--- src/rtl/int_ctrl_if.sv ---
// Interrupt controller bus: IRQ lines and AP_ctrl handshake in, stack control out.
interface int_ctrl_if #(
    parameter int NUM_IRQ        = 4,
    parameter int ADDR_WIDTH_MEM = 16,
    parameter int STACK_DEPTH    = 8
);
    localparam int IDW = (NUM_IRQ > 1) ? $clog2(NUM_IRQ) : 1;
    localparam int DW  = $clog2(STACK_DEPTH) + 1;

    logic [NUM_IRQ-1:0]        irq;
    logic [NUM_IRQ-1:0]        irq_mask;
    logic                      int_ack;
    logic                      int_ret;
    logic                      int_req;
    logic [IDW-1:0]            int_id;
    logic [ADDR_WIDTH_MEM-1:0] int_vec_addr;
    logic                      int_set;
    logic                      ret_valid;
    logic [DW-1:0]             nest_depth;
    logic                      stack_full;
    logic                      int_err;

    modport master (
        output irq, irq_mask, int_ack, int_ret,
        input  int_req, int_id, int_vec_addr, int_set, ret_valid,
               nest_depth, stack_full, int_err
    );

    modport slave (
        input  irq, irq_mask, int_ack, int_ret,
        output int_req, int_id, int_vec_addr, int_set, ret_valid,
               nest_depth, stack_full, int_err
    );
endinterface

--- src/rtl/int_ctrl.sv ---
// Interrupt controller: edge-detects and prioritises IRQs, handshakes with
// AP_ctrl, and drives push/pop of the interrupt context stack.
module int_ctrl #(
    parameter int                        NUM_IRQ        = 4,
    parameter int                        ADDR_WIDTH_MEM = 16,
    parameter int                        STACK_DEPTH    = 8,
    parameter logic [ADDR_WIDTH_MEM-1:0] VEC_BASE       = 'h0100,
    parameter logic [ADDR_WIDTH_MEM-1:0] VEC_STRIDE     = 'h0010,
    parameter int                        SETTLE_CYC     = 2
) (
    input logic       clk,
    input logic       rst,
    int_ctrl_if.slave bus
);
    localparam int IDW = (NUM_IRQ > 1) ? $clog2(NUM_IRQ) : 1;
    localparam int DW  = $clog2(STACK_DEPTH) + 1;
    localparam int SW  = (STACK_DEPTH > 1) ? $clog2(STACK_DEPTH) : 1;
    localparam int CW  = (SETTLE_CYC > 1) ? $clog2(SETTLE_CYC) : 1;
    localparam logic [CW-1:0] CNT_LAST = CW'((SETTLE_CYC > 0) ? SETTLE_CYC - 1 : 0);

    typedef enum logic [1:0] {IDLE, REQ, SETTLE} state_t;

    state_t                         state_q, state_d;
    logic [CW-1:0]                  cnt_q, cnt_d;
    logic [NUM_IRQ-1:0]             irq_dly_q;
    logic [NUM_IRQ-1:0]             pend_q, pend_d;
    logic                           req_q, req_d;
    logic [IDW-1:0]                 id_q, id_d;
    logic [ADDR_WIDTH_MEM-1:0]      vec_q, vec_d;
    logic                           set_q, set_d;
    logic                           retv_q, retv_d;
    logic                           err_q, err_d;
    logic                           retp_q, retp_d;
    logic [DW-1:0]                  depth_q, depth_d;
    logic [STACK_DEPTH-1:0][IDW-1:0] prio_q, prio_d;

    logic [NUM_IRQ-1:0] rise, avail, id_oh;
    logic [IDW-1:0]     cand, cur_prio;
    logic [SW-1:0]      top_idx;
    logic               accept;

    assign rise     = bus.irq & ~irq_dly_q;
    assign avail    = pend_q & ~bus.irq_mask;
    assign id_oh    = NUM_IRQ'(1) << id_q;
    assign top_idx  = SW'(depth_q - DW'(1));
    assign cur_prio = prio_q[top_idx];
    assign accept   = (|avail) && (depth_q < DW'(STACK_DEPTH)) &&
                      ((depth_q == '0) || (cand < cur_prio));

    // Lowest unmasked pending index wins arbitration.
    always_comb begin
        cand = '0;
        for (int i = NUM_IRQ - 1; i >= 0; i--) begin
            if (avail[i]) cand = IDW'(i);
        end
    end

    // Next-state logic: returns beat requests; one return can be queued.
    always_comb begin
        state_d = state_q;
        cnt_d   = cnt_q;
        pend_d  = pend_q | rise;
        req_d   = req_q;
        id_d    = id_q;
        vec_d   = vec_q;
        set_d   = set_q;
        retv_d  = 1'b0;
        err_d   = 1'b0;
        retp_d  = retp_q;
        depth_d = depth_q;
        prio_d  = prio_q;

        // Outside IDLE a return is parked; a second one overflows the slot.
        if (state_q != IDLE && bus.int_ret) begin
            if (retp_q) err_d  = 1'b1;
            else        retp_d = 1'b1;
        end

        case (state_q)
            IDLE: begin
                if (retp_q || bus.int_ret) begin
                    // Servicing the parked return; a fresh one takes its slot.
                    retp_d = retp_q && bus.int_ret;
                    if (depth_q != '0) begin
                        retv_d  = 1'b1;
                        depth_d = depth_q - DW'(1);
                        cnt_d   = '0;
                        state_d = SETTLE;
                    end else begin
                        err_d = 1'b1;
                    end
                end else if (accept) begin
                    id_d    = cand;
                    vec_d   = VEC_BASE + ADDR_WIDTH_MEM'(cand) * VEC_STRIDE;
                    req_d   = 1'b1;
                    state_d = REQ;
                end
            end
            REQ: begin
                // id/vec stay frozen here regardless of pending or mask changes.
                if (bus.int_ack) begin
                    req_d            = 1'b0;
                    set_d            = ~set_q;
                    pend_d           = (pend_q & ~id_oh) | rise;
                    prio_d[SW'(depth_q)] = id_q;
                    depth_d          = depth_q + DW'(1);
                    cnt_d            = '0;
                    state_d          = SETTLE;
                end
            end
            SETTLE: begin
                if (cnt_q == CNT_LAST) state_d = IDLE;
                else                   cnt_d   = cnt_q + CW'(1);
            end
            default: state_d = IDLE;
        endcase
    end

    // State registers; the edge detector keeps tracking through reset.
    always_ff @(posedge clk) begin
        irq_dly_q <= bus.irq;
        if (rst) begin
            state_q <= IDLE;
            cnt_q   <= '0;
            pend_q  <= '0;
            req_q   <= 1'b0;
            id_q    <= '0;
            vec_q   <= '0;
            set_q   <= 1'b0;
            retv_q  <= 1'b0;
            err_q   <= 1'b0;
            retp_q  <= 1'b0;
            depth_q <= '0;
            prio_q  <= '0;
        end else begin
            state_q <= state_d;
            cnt_q   <= cnt_d;
            pend_q  <= pend_d;
            req_q   <= req_d;
            id_q    <= id_d;
            vec_q   <= vec_d;
            set_q   <= set_d;
            retv_q  <= retv_d;
            err_q   <= err_d;
            retp_q  <= retp_d;
            depth_q <= depth_d;
            prio_q  <= prio_d;
        end
    end

    assign bus.int_req      = req_q;
    assign bus.int_id       = id_q;
    assign bus.int_vec_addr = vec_q;
    assign bus.int_set      = set_q;
    assign bus.ret_valid    = retv_q;
    assign bus.int_err      = err_q;
    assign bus.nest_depth   = depth_q;
    assign bus.stack_full   = (depth_q == DW'(STACK_DEPTH));
endmodule

--- src/flat_wrapper.sv ---
// flat-port wrapper written by rule: the top's interface ports become plain ports
module int_ctrl_flat 
#(
    parameter int                        NUM_IRQ        = 4,
    parameter int                        ADDR_WIDTH_MEM = 16,
    parameter int                        STACK_DEPTH    = 8,
    parameter logic [ADDR_WIDTH_MEM-1:0] VEC_BASE       = 'h0100,
    parameter logic [ADDR_WIDTH_MEM-1:0] VEC_STRIDE     = 'h0010,
    parameter int                        SETTLE_CYC     = 2
)
  (clk, rst, bus_irq, bus_irq_mask, bus_int_ack, bus_int_ret, bus_int_req, bus_int_id, bus_int_vec_addr, bus_int_set, bus_ret_valid, bus_nest_depth, bus_stack_full, bus_int_err);
  int_ctrl_if #(.NUM_IRQ(NUM_IRQ), .ADDR_WIDTH_MEM(ADDR_WIDTH_MEM), .STACK_DEPTH(STACK_DEPTH)) bus_i ();
  input logic clk;
  input logic rst;
  input wire logic [$bits(bus_i.irq)-1:0] bus_irq;
  input wire logic [$bits(bus_i.irq_mask)-1:0] bus_irq_mask;
  input wire logic [$bits(bus_i.int_ack)-1:0] bus_int_ack;
  input wire logic [$bits(bus_i.int_ret)-1:0] bus_int_ret;
  output wire logic [$bits(bus_i.int_req)-1:0] bus_int_req;
  output wire logic [$bits(bus_i.int_id)-1:0] bus_int_id;
  output wire logic [$bits(bus_i.int_vec_addr)-1:0] bus_int_vec_addr;
  output wire logic [$bits(bus_i.int_set)-1:0] bus_int_set;
  output wire logic [$bits(bus_i.ret_valid)-1:0] bus_ret_valid;
  output wire logic [$bits(bus_i.nest_depth)-1:0] bus_nest_depth;
  output wire logic [$bits(bus_i.stack_full)-1:0] bus_stack_full;
  output wire logic [$bits(bus_i.int_err)-1:0] bus_int_err;
  assign bus_i.irq = bus_irq;
  assign bus_i.irq_mask = bus_irq_mask;
  assign bus_i.int_ack = bus_int_ack;
  assign bus_i.int_ret = bus_int_ret;
  assign bus_int_req = bus_i.int_req;
  assign bus_int_id = bus_i.int_id;
  assign bus_int_vec_addr = bus_i.int_vec_addr;
  assign bus_int_set = bus_i.int_set;
  assign bus_ret_valid = bus_i.ret_valid;
  assign bus_nest_depth = bus_i.nest_depth;
  assign bus_stack_full = bus_i.stack_full;
  assign bus_int_err = bus_i.int_err;
  int_ctrl #(.NUM_IRQ(NUM_IRQ), .ADDR_WIDTH_MEM(ADDR_WIDTH_MEM), .STACK_DEPTH(STACK_DEPTH), .VEC_BASE(VEC_BASE), .VEC_STRIDE(VEC_STRIDE), .SETTLE_CYC(SETTLE_CYC)) u_core (.clk(clk), .rst(rst), .bus(bus_i));
endmodule
--- config.mk ---
export PLATFORM = sky130hd
export DESIGN_NAME = int_ctrl_flat
export DESIGN_NICKNAME = d
export VERILOG_FILES = /design/src/rtl/int_ctrl_if.sv /design/src/rtl/int_ctrl.sv /design/src/flat_wrapper.sv
export SDC_FILE = /design/constraint.sdc
export NUM_CORES = 1
export LEC_CHECK = 0
export CAP_MARGIN = 20
export CORE_MARGIN = 2
export CORE_UTILIZATION = 50
export DETAILED_ROUTE_END_ITERATION = 10
export PLACE_DENSITY = 0.78
export SLEW_MARGIN = 40
export SYNTH_ARGS = -nofsm -noshare
export SYNTH_HDL_FRONTEND = slang
export SYNTH_SLANG_ARGS = --single-unit
--- constraint.sdc ---
create_clock -name clk -period 6.2 [get_ports clk]
set_input_delay 1.24 -clock clk [delete_from_list [all_inputs] [get_ports clk]]
set_output_delay 1.24 -clock clk [all_outputs]
set_load 0.01 [all_outputs]
==> flow_metrics.env <==
export IMPL_async_flop_share=0
export IMPL_pre_cts_ws_ps=2809
export IMPL_fillers=335
export IMPL_cp_start_kind="register"
export IMPL_ir_drop_mv=0.2161
export IMPL_core_um2=3689
export IMPL_worst_slack_ps=3053
export IMPL_cts_tree="done"
export IMPL_finalHoldViolCount=0
export IMPL_synth_edf_count=0
export IMPL_drive_above_1_share=0.07234
export IMPL_clk_latency_ps=300
export IMPL_synth_area_leaders="dfxtp_1 40%, mux2i_1 7.8%, buf_4 5.8%, nor2_1 5.0%, a21oi_1 4.9%"
export IMPL_critPathKind="register to register"
export IMPL_post_cts_resized=0
export IMPL_grt_pass1_vias=1404
export IMPL_utilization=0.6119
export IMPL_firstDrtPassIters=4
export IMPL_wl_met1_um=1724
export IMPL_antenna_cells=0
export IMPL_route_detailed_drc=0
export IMPL_htreeDepth=2
export IMPL_start_util=0.5241
export IMPL_area_growth_pct=16.76
export IMPL_rsz0062_at_grt="no"
export IMPL_synth_top_cell_area_share=0.4039
export IMPL_postCtsSetupBuffers=0
export IMPL_grt_pass1_wl_um=6389
export IMPL_die_width_um=66.18
export IMPL_cts_root_buf="clkbuf_8"
export IMPL_slew_headroom=0.6290
export IMPL_dr_first_iter_drc_count=98
export IMPL_fp_row_count=22
export IMPL_cts_hold_buf=0
export IMPL_synth_area_um2=1933
export IMPL_hold_path_class="register to register"
export IMPL_layout_common_cells="39 x dfxtp_1, 26 x nor2_1, 25 x clkdlybuf4s50_1"
export IMPL_setup_violations=0
export IMPL_max_freq_ghz=0.3178
export IMPL_antenna_found_initial=0
export IMPL_drv_cap=0
export IMPL_layout_nets=250
export IMPL_synth_area_leader_cell="dfxtp_1"
export IMPL_status="finished clean"
export IMPL_dp_hpwl_um=2677
export IMPL_finalPower_w=0.0008878
export IMPL_required_ps=6430
export IMPL_ff2ff_setup_slack_ps=3050
export IMPL_die_area_um2=4380
export IMPL_yosysWarningCount=0
export IMPL_seq_area_frac_synth=0.4039
export IMPL_vias=1480
export IMPL_final_common_cell="dfxtp_1"
export IMPL_die_h_um=66.18
export IMPL_cp_max_fo=14
export IMPL_cp_data_arrival_time_ps=3380
export IMPL_portBuffers=25
export IMPL_pin_count=39
export IMPL_fin_skew_ps=6.361
export IMPL_top_layer="met4"
export IMPL_synthFlopType="dfxtp_1"
export IMPL_path_clk_slew_ps=70
export IMPL_synth_area_per_cell_um2=9.033
export IMPL_worst_pin_slew_ps=555.7
export IMPL_syn_inst=214
export IMPL_end_kind="register"
export IMPL_via_per_inst=5.230
export IMPL_grtUsageTotal=0.1978
export IMPL_routed_wl_met2_um=1820
export IMPL_fin_tns_setup_ps=0
export IMPL_cts_buffers=5
export IMPL_gp_congestion=0.9080
export IMPL_grt_max_degree=36
export IMPL_min_period_ps=3147
export IMPL_wl_met3_um=158
export IMPL_drv_slew=0
export IMPL_clkSinkCount=39
export IMPL_fin_crit_sh=0.5075
export IMPL_multi_input_area_um2=1011
export IMPL_p_leak_nw=0.8910
export IMPL_wl_um=3777
export IMPL_wl_per_cell_um=13.35
export IMPL_ant_nets=0
export IMPL_whs_ps=448.9
export IMPL_grt_ovfl_total=0
export IMPL_power_density_nw_per_um2=393.3
export IMPL_clockBufferDepth=2
export IMPL_synth_seq_cells=39
export IMPL_final_seq_area_um2=780.7
export IMPL_synth_cell_types=42
==> through the flow <==
step / cells / area [µm²]
floorplan: 226 / 1978
global placement: 275 / 2140
detailed placement: 275 / 2140
CTS: 283 / 2257
global route: 283 / 2257
finish: 283 / 2257
==> cell families (layout without fill, tap and decap cells) <==
family,after synthesis,in the layout,share of synthesized area
AND/OR/NAND/NOR,73,73,0.1903
AO/OA/AOI/OAI,39,39,0.1269
flip-flops,39,39,0.4039
buffers and inverters,33,42,0.09644
multiplexers,20,20,0.1320
XOR/XNOR,5,5,0.02266
adder cells (fa/ha/maj),4,4,0.02589
other,1,13,0.001940
==> synth_stat cells (4+ instances only) <==
| master | count |
|---|---|
| buf_4 | 15 |
| nand2b_1 | 5 |
| dfxtp_1 | 39 |
| clkbuf_1 | 5 |
| o21ai_0 | 6 |
| a21oi_1 | 19 |
| buf_2 | 4 |
| nor2b_1 | 7 |
| nor2_1 | 26 |
| nand2_1 | 10 |
| inv_1 | 8 |
| mux2i_1 | 15 |
| nand3_1 | 7 |
| ha_1 | 4 |
==> flip-flops by register name (all words and copies together), names as in the netlist <==
signal,cells
u_core.bus.int_err,1
u_core.bus.ret_valid,1
u_core.bus.nest_depth,4
u_core.retp_q,1
u_core.irq_dly_q,4
u_core.pend_q,4
u_core.bus.int_id,1
u_core.state_q,2
u_core.bus.int_req,1
u_core.prio_q,16
u_core.cnt_q,1
u_core.bus.int_vec_addr,2
u_core.bus.int_set,1
==> worst max-delay path: stages (launching register included) <==
cell	delay (ps)
dfxtp_1	670
inv_1	210
ha_1	480
mux4_2	350
mux2i_1	200
ha_1	270
o22ai_1	270
nand4_1	180
or3_1	340
a21oi_1	120
==> power breakdown <==
part	internal (W)	total (W)	switching (W)
clock network	0.000130	0.000216	0.0000860
registers	0.000284	0.000342	0.0000573
logic	0.000163	0.000330	0.000167
==> per-layer routing <==
metal / global-route usage / vias up
li1: - / 752
met1: 0.2344 / 682
met2: 0.3213 / 39
met3: 0.07836 / 7
met4: 0.07398 / 0
met5: 0 / -
==> final cells by class <==
| type | count | share of cell area |
|---|---|---|
| well taps | 48 | 0.02661 |
| multi-input cells | 154 | 0.4479 |
| clock inverters | 2 | 0.01552 |
| flip-flops and latches | 39 | 0.3459 |
| repair buffers | 26 | 0.1142 |
| clock buffers | 6 | 0.03659 |
| inverters | 8 | 0.01330 |
==> final timing paths <==
path,from,to,cells past startpoint
worst max-delay path,u_core.bus.nest_depth[0]$_SDFFE_PP0P_,u_core.bus.int_id[0]$_SDFFE_PP0P_,9
worst min-delay path,u_core.bus.int_vec_addr[8]$_SDFFE_PP0P_,u_core.bus.int_vec_addr[8]$_SDFFE_PP0P_,2
worst max register to register,u_core.bus.nest_depth[0]$_SDFFE_PP0P_,u_core.bus.int_id[0]$_SDFFE_PP0P_,9
worst min register to register,u_core.bus.int_vec_addr[8]$_SDFFE_PP0P_,u_core.bus.int_vec_addr[8]$_SDFFE_PP0P_,2
No activity file was read; power rests on OpenSTA's default activity.
